**config.mk**
```make
export PLATFORM = sky130hd
export DESIGN_NAME = ppu_bg_fetch
export DESIGN_NICKNAME = d
export VERILOG_FILES = /design/src/rtl/ppu_bg_fetch.sv
export SDC_FILE = /design/constraint.sdc
export NUM_CORES = 1
export LEC_CHECK = 0
export BUFFER_PORTS_ARGS = -buffer_cell sky130_fd_sc_hd__buf_2
export CAP_MARGIN = 15
export CORE_UTILIZATION = 30
export DETAILED_ROUTE_END_ITERATION = 8
export PLACE_DENSITY_LB_ADDON = 0.25
export SLEW_MARGIN = 25
export SYNTH_ARGS = -nofsm -noshare
export SYNTH_HDL_FRONTEND = slang
export SYNTH_SLANG_ARGS = --single-unit
```
**constraint.sdc**
```tcl
create_clock -name CLK -period 4 [get_ports CLK]
set_input_delay 0.4 -clock CLK [delete_from_list [all_inputs] [get_ports CLK]]
set_output_delay 0.4 -clock CLK [all_outputs]
set_load 0.03 [all_outputs]
```
**src/rtl/ppu_bg_fetch.sv**
```systemverilog
// Background tile fetcher: runs the NT/AT/PT_LO/PT_HI fetch cycle every 8 clocks
// and feeds four 16-bit shifters that produce a per-pixel palette index.
module ppu_bg_fetch (
  input  logic        CLK,
  input  logic        RESET_n,
  input  logic        render_en,
  input  logic        line_start,
  input  logic [1:0]  nt_sel_in,
  input  logic [4:0]  coarse_x_in,
  input  logic [4:0]  coarse_y_in,
  input  logic [2:0]  fine_y_in,
  input  logic [2:0]  fine_x,
  input  logic        pattern_base,
  output logic [15:0] mem_addr,
  input  logic [7:0]  mem_data,
  output logic        mem_rd,
  output logic [3:0]  pix_out,
  output logic        pix_valid,
  output logic [2:0]  dbg_phase
);

  logic [2:0]  phase;
  logic [1:0]  nt;
  logic [4:0]  cx;
  logic [4:0]  cy;
  logic [2:0]  fine_y;
  logic [7:0]  tile;
  logic [1:0]  at_bits;
  logic [7:0]  pt_lo;
  logic [15:0] sh_plo;
  logic [15:0] sh_phi;
  logic [15:0] sh_alo;
  logic [15:0] sh_ahi;
  logic [1:0]  reload_cnt;

  logic [2:0]  at_shift;
  logic [7:0]  at_shifted;
  logic [3:0]  bit_sel;

  // The attribute byte covers a 4x4 tile block; cy[1]/cx[1] pick its 2x2 quadrant.
  assign at_shift   = {cy[1], cx[1], 1'b0};
  assign at_shifted = mem_data >> at_shift;

  always_ff @(posedge CLK or negedge RESET_n) begin
    if (!RESET_n) begin
      phase      <= 3'd0;
      nt         <= 2'd0;
      cx         <= 5'd0;
      cy         <= 5'd0;
      fine_y     <= 3'd0;
      tile       <= 8'd0;
      at_bits    <= 2'd0;
      pt_lo      <= 8'd0;
      sh_plo     <= 16'd0;
      sh_phi     <= 16'd0;
      sh_alo     <= 16'd0;
      sh_ahi     <= 16'd0;
      reload_cnt <= 2'd0;
    end else if (line_start) begin
      phase      <= 3'd0;
      nt         <= nt_sel_in;
      cx         <= coarse_x_in;
      cy         <= coarse_y_in;
      fine_y     <= fine_y_in;
      sh_plo     <= 16'd0;
      sh_phi     <= 16'd0;
      sh_alo     <= 16'd0;
      sh_ahi     <= 16'd0;
      reload_cnt <= 2'd0;
    end else if (render_en) begin
      phase <= phase + 3'd1;
      case (phase)
        3'd1:    tile    <= mem_data;
        3'd3:    at_bits <= at_shifted[1:0];
        3'd5:    pt_lo   <= mem_data;
        default: ;
      endcase
      if (phase == 3'd7) begin
        // PT_HI is consumed straight off the bus on the reload edge.
        sh_plo <= {sh_plo[14:7], pt_lo};
        sh_phi <= {sh_phi[14:7], mem_data};
        sh_alo <= {sh_alo[14:7], {8{at_bits[0]}}};
        sh_ahi <= {sh_ahi[14:7], {8{at_bits[1]}}};
        cx     <= cx + 5'd1;
        if (cx == 5'd31) nt[0] <= ~nt[0];
        // Holds at 2 so pix_valid stays up for the rest of the line.
        if (reload_cnt != 2'd2) reload_cnt <= reload_cnt + 2'd1;
      end else begin
        sh_plo <= {sh_plo[14:0], 1'b0};
        sh_phi <= {sh_phi[14:0], 1'b0};
        sh_alo <= {sh_alo[14:0], 1'b0};
        sh_ahi <= {sh_ahi[14:0], 1'b0};
      end
    end
  end

  always_comb begin
    mem_addr = 16'h2000;
    case (phase[2:1])
      2'd0:    mem_addr = {4'b0010, nt, cy, cx};
      2'd1:    mem_addr = {4'b0010, nt, 4'b1111, cy[4:2], cx[4:2]};
      default: mem_addr = {3'b000, pattern_base, tile, phase[1], fine_y};
    endcase
  end

  assign mem_rd    = RESET_n & render_en & ~line_start;
  assign pix_valid = render_en & (reload_cnt == 2'd2);
  assign bit_sel   = 4'd15 - {1'b0, fine_x};
  assign pix_out   = {sh_ahi[bit_sel], sh_alo[bit_sel], sh_phi[bit_sel], sh_plo[bit_sel]};
  assign dbg_phase = phase;

endmodule

```
### Yosys cells after proc, flatten, opt, wreduce, memory -nomap -nowiden

Cells that the tools add are included.

| cells by class | value |
|---|---|
| add/subtract/negate cells | 4 |
| order comparisons | 1 |
| eq/ne operators | 8 |
| shift operators | 1 |
| muxes and demuxes | 34 |
| bitwise operators | 5 |
| reduce and logical (&&, ||, !) cells | 11 |

Operators by type and width:

| cell | number |
|---|---|
| 16-bit two-way mux | 8 |
| 8-bit two-way mux | 4 |
| 14-bit case mux with 2 select lines | 1 |
| 1-bit binary-select mux with 4-bit select | 4 |
| 5-bit two-way mux | 3 |
| 3-bit AND reduction | 5 |
| 1-bit two-way mux | 8 |
| 2-bit two-way mux | 4 |
| 2-bit nonzero test | 4 |
| 8-bit by 3-bit right shift with 2-bit output | 1 |
| 3-bit == test (second input constant) | 2 |
| 3-bit two-way mux | 2 |
| 5-bit by 1-bit adder with 5-bit output (second input constant) | 1 |
| 5-bit == test (second input constant) | 1 |
| 4-bit by 5-bit less-than comparator with 1-bit output (second input constant) | 1 |
| 4-bit by 3-bit subtractor with 4-bit output (first input constant) | 1 |
| 3-bit by 1-bit adder with 3-bit output (second input constant) | 1 |
| 1-bit AND | 3 |
| 3-bit by 1-bit == test with 1-bit output (second input constant) | 1 |
| 3-bit by 2-bit == test with 1-bit output (second input constant) | 1 |
| 2-bit by 1-bit adder with 2-bit output (second input constant) | 1 |
| 2-bit by 1-bit == test with 1-bit output (second input constant) | 1 |
| 2-bit == test (second input constant) | 1 |
| 2-bit zero test | 1 |
| 3 further kinds | 4 |

| storage, ports and cells | value |
|---|---|
| flip-flop bits (word level) | 102 |
| bits of input ports | 31 |
| output and inout bits | 25 |

### Logic depth before layout (Yosys ltp)

| logic depth | value |
|---|---|
| depth in word-level cells | 5 |
| mapped depth | 6 |
| gate-level depth less buffers | 6 |

### Least setup slack after synthesis

OpenSTA, ideal clock, no wires.

| timing | value |
|---|---|
| path type | register to output |
| start point | register phase[2] (netlist: dbg_phase[2]) |
| end point | output port mem_addr[3] |
| arrival time | 1.705 ns |
| required time | 3.600 ns |
| path slack | 1.895 ns |
| stages on the path, launching flop included | 5 |
| cell sequence | dfrtp_1 > buf_2 > inv_1 > nand2_1 > o21ai_0 |

| on the way | value |
|---|---|
| cells in the longest elaborated chain, start to end | 2 |

RTL lines:

| element | RTL line | text |
|---|---|---|
| start: declaration | 22 | `logic [2:0] phase;` |
| start signal: assignment | 71 | `phase <= phase + 3'd1;` |
| 2-bit by 1-bit == test with 1-bit output / 2-bit zero test (equally long branches) | 99 | `case (phase[2:1])` |
| 14-bit case mux with 2 select lines (*) | 99 |  |
| end: declaration | 14 | `output logic [15:0] mem_addr,` |

Every way passes the cells marked *; elsewhere a longest branch is shown, timed or not.

### Worst setup path after layout

| timing | value |
|---|---|
| start point | register phase[2] (netlist: dbg_phase[2]) |
| end point | register cx[3] |

| on the way | value |
|---|---|
| cells in the longest elaborated chain, start to end | 3 |

RTL lines:

| element | RTL line | text |
|---|---|---|
| 3-bit == test | 78 | `if (phase == 3'd7) begin` |
| 2-bit nonzero test (no line) | - |  |
| 2-bit AND reduction (no line) | - |  |
| end signal: assignment | 62 | `cx <= coarse_x_in;` |
| end signal: assignment | 84 | `cx <= cx + 5'd1;` |
| end: declaration | 24 | `logic [4:0] cx;` |

No other way between the ends.
A chain may end at the register's enable or synchronous reset.

==> metrics.txt <==
final wirelength 10,000 um; Final setup viols 0; maximum VDD drop 0.000188 V; clk slew on worst S/H paths 80 ps; Register-to-Register Path Depth 4; Antenna Nets Post-Route 0; number of global-route vias before repair 3,234; max_slew headroom 42.3%; Post-Synthesis Cells 427; Warnings, synthesis 0; Setup CP Type flip-flop to flip-flop; Hold WC Path Type primary input to asynchronous set/reset pin; placed inst area 5390 um2; Synth area leader dfrtp_1; outcome completed; MaxCap Viol Count 0; gr ovfl total 0; post-CTS sizing 0; maximum fanout along the worst path 29; Comb pwr share 13.6%; Mapped Area 4990 um2; Worst Path Arrival 2940 ps; WHS 77.7 ps; GRT Total Usage 12.6%; CTS tree yes; die extent in y 131 um; Final Hold Viols 0; core area 16,100 um2; Residual DRC 0; Clk pwr share 35.6%; layout cells sized above 1 24.1%; syn avg cell area 11.7 um2; routed len/inst 14.7 um; Pwr Total 0.00235 W; Starting Density 31.1%; Synth cell types 28; CTS Buf Count 9; initial antenna violation count 0; clk sinks 102; Max clock buf depth 2; Die Footprint 17,200 um2; R2R Path Start dbg_phase[2]; Final Cell Area 5670 um2; Initial DRC Count 129; Clock Latency Late Sink 350 ps; root buf cell clkbuf_16; port buffer count 53; Seq cells post-synth 102; PwrDens 415 nW/um2; CP endpoint kind flip-flop; Tmin final 2670 ps; setup_tns 0 ps; # IOs 56; P_sw 0.000667 W; CP required 4270 ps; DIE WIDTH 131 um; flop-to-flop setup slack 1330 ps; LEAKAGE 2.58 nW; 1st-pass router iterations 4; Seq/Total Area, Yosys 51.1%; largest net degree at the start of global routing 69; first-pass GRT wire length 16,700 um; Final Non-Filler Cells 681; H-tree levels 3; Least-Margin Pin Slew 866 ps; row count 46; Nets 498; placed insts 665; crit path launch dbg_phase[2]; RSZ-0062 raised after global routing false; Placer Congestion 0.737; detailed-route via count 3,243; fin. max-slew vios 0; Pint 0.00169 W; dpl hpwl 6460 um; # hold bufs at CTS 0; Switching Share 28.3%; setup repair bufs after CTS 0; via-per-instance ratio 4.76; area grow syn2layout 13.6%; antenna fix cells 0; Yosys top cell area share 51.1%; top cells by area, synth dfrtp_1 51%, mux2i_1 13%, mux2_2 7.4%; Max Fclk 374 MHz; Reg power frac 50.8%; Setup Skew 12.7 ps; startpoint types flip-flop; Final Cycle Share 66.9%
[cell usage after synthesis]
library cell,number
mux2_2,33
buf_6,1
a21oi_1,6
nand3_1,8
xor2_1,3
a31oi_1,1
nand2_2,1
or3_1,3
and2_1,2
and3_1,2
buf_2,13
nand2b_1,4
o21ai_0,19
mux4_1,8
xnor2_1,1
nor2_1,68
nand4_2,1
nor3_4,1
mux4_2,2
clkbuf_1,16
a211oi_1,30
mux2i_1,67
nand2_1,16
buf_4,6
ha_1,7
conb_1,1
inv_1,5
dfrtp_1,102
[registers in the layout, summed over array words and instances, names as in the netlist]
| name | count |
|---|---|
| cx | 5 |
| cy | 5 |
| sh_alo | 16 |
| dbg_phase | 3 |
| sh_ahi | 16 |
| fine_y | 3 |
| nt | 2 |
| tile | 8 |
| sh_phi | 16 |
| at_bits | 2 |
| reload_cnt | 2 |
| sh_plo | 16 |
| pt_lo | 8 |
[per-stage QoR]
stage	setup slack [ps]	utilization [%]
after floorplan	1890	-
after global placement	1370	33.6
after detailed placement	1320	33.6
after CTS	1300	35.3
after global routing	1120	35.3
final	1330	35.3
[final timing paths]
kind                             end
max                            cx[3]
min                        sh_phi[4]
max reg2reg                    cx[3]
min reg2reg                 pt_lo[0]
max in group asynchronous  sh_alo[0]
min in group CLK               cx[1]
[worst max-delay path, stage by stage (launching register included)]
cell and delay [ps]:
dfrtp_1 910, ha_2 860, nand2_2 250, or3_1 410
a31oi_1 160
[cells in the final DEF, fill, tap and decap left out, drive strengths merged, types with 3 or more instances in the layout]
master	n
mux2i	67
mux2	33
a211oi	30
xor2	3
nand2b	4
clkbuf	9
a21oi	6
o21ai	19
nand2	17
ha	7
buf	57
dfrtp	102
or3	3
mux4	10
inv	8
nand3	8
nor2	68
[routing by layer]
metal  track usage (%)  routed length, um  vias up
met5                 0                  0        -
li1                  -                  -     1578
met1              16.8               4950     1590
met2              20.5               4570       67
met4              3.45                 82        0
met3              3.01                416        8
[power groups by stage]
stage | combinational, W | sequential (W) | clock, W
2_1_floorplan | 0.000253 | 0.00118 | 0
3_3_place_gp | 0.000320 | 0.00121 | 0
3_5_place_dp | 0.000324 | 0.00122 | 0
4_1_cts | 0.000326 | 0.00120 | 0.000865
5_1_grt | 0.000352 | 0.00121 | 0.000905
6_report | 0.000319 | 0.00120 | 0.000838
[layout make-up]
type,instances,area (um2)
repair buffers,57,300
clock inverters,7,56.3
multi-input cells,285,2250
clock buffers,9,225
well taps,216,270
flip-flops and latches,102,2550
fillers,1589,10400
inverters,5,18.8
[logic make-up (layout without fill, tap and decap cells)]
logic type,Yosys count,count (layout),synth area share (%)
simple gates,106,106,9.20
flops,102,102,51.1
mux,110,110,26.0
buf+inv,41,78,4.01
compound gates,56,56,7.14
fa+ha+maj,7,7,1.75
xor+xnor,4,4,0.702
other cells,1,2,0.0751
(Power assumes the default switching activity.)
